===== config.mk =====
export PLATFORM = sky130hd
export DESIGN_NAME = div_bcd_formatter
export DESIGN_NICKNAME = d
export VERILOG_FILES = /design/src/rtl/div_bcd_formatter.sv
export SDC_FILE = /design/constraint.sdc
export NUM_CORES = 1
export LEC_CHECK = 0
export ABC_AREA = 1
export CAP_MARGIN = 5
export CELL_PAD_IN_SITES_DETAIL_PLACEMENT = 0
export CELL_PAD_IN_SITES_GLOBAL_PLACEMENT = 1
export CORE_UTILIZATION = 38
export CTS_CLUSTER_SIZE = 24
export DETAILED_ROUTE_END_ITERATION = 7
export PLACE_DENSITY = 0.74
export SYNTH_ARGS = -nofsm -noshare
export SYNTH_HDL_FRONTEND = slang
export SYNTH_SLANG_ARGS = --single-unit

===== constraint.sdc =====
create_clock -name clk -period 1.7 [get_ports clk]
set_input_delay 0.425 -clock clk [delete_from_list [all_inputs] [get_ports clk]]
set_output_delay 0.425 -clock clk [all_outputs]
set_load 0.02 [all_outputs]

===== src/rtl/div_bcd_formatter.sv =====
// div_bcd_formatter
//   Sits after the 8-bit by 4-bit sequential divider. On a rising edge of the
//   divider's ready flag it captures quotient and remainder. It converts the
//   quotient to three BCD digits with a sequential double-dabble, one bit per
//   clock. The remainder digits are derived in a single step at capture time.
//   All outputs are registered. Digits change only when a conversion completes.
//
// Ports
//   clk       system clock, rising edge
//   rst       synchronous reset, active-high
//   ready_in  divider completion flag (level)
//   qu        divider quotient, sampled on the capture cycle only
//   rem       divider remainder, sampled on the capture cycle only
//   busy      conversion in progress
//   done      one-cycle pulse when new digits are valid
//   q_hund/q_tens/q_ones  quotient BCD digits
//   r_tens/r_ones         remainder BCD digits
//
// state | meaning
// IDLE  | waiting for a rising edge on ready_in
// SHIFT | double-dabble iterations, eight in total
module div_bcd_formatter (
  input  logic       clk,
  input  logic       rst,
  input  logic       ready_in,
  input  logic [7:0] qu,
  input  logic [3:0] rem,
  output logic       busy,
  output logic       done,
  output logic [3:0] q_hund,
  output logic [3:0] q_tens,
  output logic [3:0] q_ones,
  output logic [3:0] r_tens,
  output logic [3:0] r_ones
);

  typedef enum logic {IDLE = 1'b0, SHIFT = 1'b1} state_t;

  state_t      state, state_nxt;
  logic        ready_d;
  // {bcd[11:0], bin[7:0]}
  logic [19:0] sr, sr_nxt, sr_adj, sr_shift;
  logic [2:0]  cnt, cnt_nxt;
  logic [3:0]  rt_h, ro_h, rt_h_nxt, ro_h_nxt;
  logic        busy_nxt, done_nxt;
  logic [3:0]  q_hund_nxt, q_tens_nxt, q_ones_nxt, r_tens_nxt, r_ones_nxt;

  // Add-3 correction on every BCD nibble that is 5 or more, then shift left.
  always_comb begin
    sr_adj = sr;
    for (int i = 0; i < 3; i++) begin
      if (sr[8+4*i +: 4] >= 4'd5)
        sr_adj[8+4*i +: 4] = sr[8+4*i +: 4] + 4'd3;
    end
    sr_shift = {sr_adj[18:0], 1'b0};
  end

  always_comb begin
    state_nxt  = state;
    sr_nxt     = sr;
    cnt_nxt    = cnt;
    rt_h_nxt   = rt_h;
    ro_h_nxt   = ro_h;
    busy_nxt   = busy;
    done_nxt   = 1'b0;
    q_hund_nxt = q_hund;
    q_tens_nxt = q_tens;
    q_ones_nxt = q_ones;
    r_tens_nxt = r_tens;
    r_ones_nxt = r_ones;
    case (state)
      IDLE: begin
        if (ready_in && !ready_d) begin
          sr_nxt = {12'd0, qu};
          if (rem >= 4'd10) begin
            rt_h_nxt = 4'd1;
            ro_h_nxt = rem - 4'd10;
          end else begin
            rt_h_nxt = 4'd0;
            ro_h_nxt = rem;
          end
          cnt_nxt   = 3'd0;
          busy_nxt  = 1'b1;
          state_nxt = SHIFT;
        end
      end
      SHIFT: begin
        sr_nxt  = sr_shift;
        cnt_nxt = cnt + 3'd1;
        if (cnt == 3'd7) begin
          q_hund_nxt = sr_shift[19:16];
          q_tens_nxt = sr_shift[15:12];
          q_ones_nxt = sr_shift[11:8];
          r_tens_nxt = rt_h;
          r_ones_nxt = ro_h;
          done_nxt   = 1'b1;
          busy_nxt   = 1'b0;
          state_nxt  = IDLE;
        end
      end
      default: state_nxt = IDLE;
    endcase
  end

  always_ff @(posedge clk) begin
    if (rst) begin
      state   <= IDLE;
      ready_d <= 1'b0;
      sr      <= '0;
      cnt     <= '0;
      rt_h    <= '0;
      ro_h    <= '0;
      busy    <= 1'b0;
      done    <= 1'b0;
      q_hund  <= '0;
      q_tens  <= '0;
      q_ones  <= '0;
      r_tens  <= '0;
      r_ones  <= '0;
    end else begin
      state   <= state_nxt;
      ready_d <= ready_in;
      sr      <= sr_nxt;
      cnt     <= cnt_nxt;
      rt_h    <= rt_h_nxt;
      ro_h    <= ro_h_nxt;
      busy    <= busy_nxt;
      done    <= done_nxt;
      q_hund  <= q_hund_nxt;
      q_tens  <= q_tens_nxt;
      q_ones  <= q_ones_nxt;
      r_tens  <= r_tens_nxt;
      r_ones  <= r_ones_nxt;
    end
  end

endmodule


==> impl_metrics.env <==
export IMPL_status="finished, final reports clean"
export IMPL_synth_edff_count=0
export IMPL_routed_wl_um=4270
export IMPL_grt_pass1_vias=1686
export IMPL_yosysSeqAreaShare_pct=44.8
export IMPL_cp_slowest_stage_delay_ps=600
export IMPL_h_tree_depth=2
export IMPL_initial_core_util_pct=39.5
export IMPL_ys_top_cells_by_area="dfxtp_1 (45%), nand2_1 (15%), ha_1 (5.1%), nand3_1 (4.8%), a21oi_1 (4.3%)"
export IMPL_slew_violations=0
export IMPL_n_antenna_cell=0
export IMPL_cp_top_family="buffers and inverters"
export IMPL_grt_pass1_wl_um=7370
export IMPL_synth_area_leader_cell="dfxtp_1"
export IMPL_muxShareOfSynthArea_pct=0
export IMPL_worst_ir_drop_vdd_v=0.000273
export IMPL_p_leak_nw=1.35
export IMPL_power_density_nw_per_um2=775
export IMPL_clk_latency_ps=300
export IMPL_path_clk_slew_ps=90
export IMPL_synth_xor_xnor_area_share_pct=0.400
export IMPL_critPathSlowestCell="clkdlybuf4s50_1"
export IMPL_synthArstFlopShare_pct=0
export IMPL_die_area_sq_um=6070
export IMPL_synth_fa_ha_area_share_pct=5.14
export IMPL_ios=37
export IMPL_cts_max_path_buffers=2
export IMPL_ys_ff_latch=49
export IMPL_overflow=0
export IMPL_synth_simple_area_share_pct=25.4
export IMPL_vias_per_cell=4.71
export IMPL_required_ps=1270
export IMPL_synth_most_common_cell="nand2_1"
export IMPL_fin_total_pwr_mw=2.06
export IMPL_syn_to_final_growth_pct=21.6
export IMPL_nets=332
export IMPL_hold_viol=0
export IMPL_cts_hold_buf=0
export IMPL_synth_top_family_by_area="simple AND/OR/NAND/NOR gates"
export IMPL_max_freq_mhz=607
export IMPL_clock_root_buffer="clkbuf_8"
export IMPL_yosys_warnings=0
export IMPL_crit_arrival_ps=1220
export IMPL_synthCells=275
export IMPL_wl_per_cell_um=11.2
export IMPL_fin_tns_setup_ps=0
export IMPL_finalClockSkew_ps=9.00
export IMPL_setup_viol=0
export IMPL_port_buffers=33
export IMPL_cts_setup_buffers=0
export IMPL_avgSynthCellArea_sq_um=7.97
export IMPL_hp_class="reg2reg"
export IMPL_drc=0
export IMPL_endpoint_kind="output port"
export IMPL_drt_iter0_drc=102
export IMPL_netlist_top_cells_count="nand2_1 (86), dfxtp_1 (49), inv_1 (24)"
export IMPL_cts_tree="built"
export IMPL_vias=1795
export IMPL_track_usage_pct=15.3
export IMPL_drtAntennaViolNets=0
export IMPL_cts_buffers_inserted=5
export IMPL_clock_sinks=49
export IMPL_critPathBufInv=1
export IMPL_drive_above_1_share_pct=7.77
export IMPL_synth_top_area_share_pct=44.8
export IMPL_num_rows=27
export IMPL_grt_antenna_before_repair=0
export IMPL_cp_max_fo=2
export IMPL_synth_top_flop_cell="dfxtp_1"
export IMPL_period_share_pct=97.0
export IMPL_critPathLaunchType="flop"
export IMPL_fin_crit_ps=1650
export IMPL_hold_slack_ps=452
export IMPL_rsz0062_at_grt="false"
export IMPL_core_sq_um=5540
export IMPL_dp_hpwl_um=2920
export IMPL_crit_chain="clkdlybuf4s50_1"
export IMPL_place_gp_congestion=0.807
export IMPL_cap_violations=0
export IMPL_critPathKind="reg2out"
export IMPL_dr_pass1_iters=4
export IMPL_synth_compound_area_share_pct=13.6
export IMPL_syn_area_sq_um=2190
export IMPL_die_h_um=77.9
export IMPL_grt_max_degree=24
export IMPL_die_w_um=77.9
export IMPL_synth_cell_type_count=25
-- placed cells by master (no fill, tap or decap), drive strengths merged --
cell type,Yosys,layout
a21boi,3,3
a21oi,21,21
a22o,6,6
a31oi,7,7
buf,13,5
clkbuf,1,6
clkdlybuf4s50,0,16
clkinvlp,0,2
conb,1,3
dfxtp,49,49
dlygate4sd2,0,4
dlymetal6s2s,0,13
ha,9,9
inv,28,28
nand2,90,90
nand3,21,21
nand4,6,6
nor2,6,6
o21a,1,1
o21ai,12,12
xor2,1,1
-- area by class of cell --
class	instances	area [sq um]
clock buffers	6	72.6
fillers	567	2880
inverters	28	110
repair buffers	38	408
flip-flops and latches	49	981
well taps	72	90.1
multi-input cells	186	987
clock inverters	2	15.0
-- kinds of logic after synthesis --
kind of cell,count (synthesis)
simple gates,123
compound gates,50
xor+xnor,1
other cells,1
fa+ha+maj,9
buf+inv,42
flops,49
-- per-stage QoR --
| stage | utilization [%] | instance area (sq um) | setup slack (ps) | std cells |
|---|---|---|---|---|
| after floorplan | - | 2200 | 471 | 277 |
| after global placement | 46.0 | 2550 | 24.2 | 373 |
| after detailed placement | 46.0 | 2550 | 14.8 | 373 |
| after CTS | 47.5 | 2630 | 3.24 | 381 |
| after global routing | 48.1 | 2660 | 14.8 | 381 |
| final | 48.1 | 2660 | 51.2 | 381 |
-- path summary, 6_finish.rpt --
check             slack (ps)  startpoint  cells past startpoint   endpoint
setup / recovery          50   q_tens[2]                      1  q_tens[2]
hold reg to reg          450     rt_h[0]                      2    rt_h[0]
setup reg to reg         330      cnt[0]                      6  q_hund[3]
hold / removal           450     rt_h[0]                      2    rt_h[0]
-- state kept, by name, summed over array words and instances, names as in the netlist, 3 cells and up --
name    count
cnt         3
q_hund      4
q_ones      4
q_tens      4
r_ones      4
ro_h        4
sr         20
-- what timing repair did --
| item | CTS | global route |
|---|---|---|
| resized for setup | 4 | 13 |
| setup endpoints to repair | 4 | 13 |
| pin swaps | 0 | 0 |
-- power by group --
group          internal (mW)  switching [mW]  total, mW
sequential              1.18          0.0192       1.20
clock                  0.291           0.393      0.683
combinational         0.0770           0.108      0.185
total                   1.54           0.520       2.06
-- per-layer routing --
layer	track usage [%]	vias to the layer above	share of wire, %
met4	5.93	0	0.56
met5	0	-	0
met1	19.5	801	49
li1	-	963	-
met3	3.65	2	3.5
met2	24.8	29	47
Note: power is estimated with default switching activity, not from simulation.
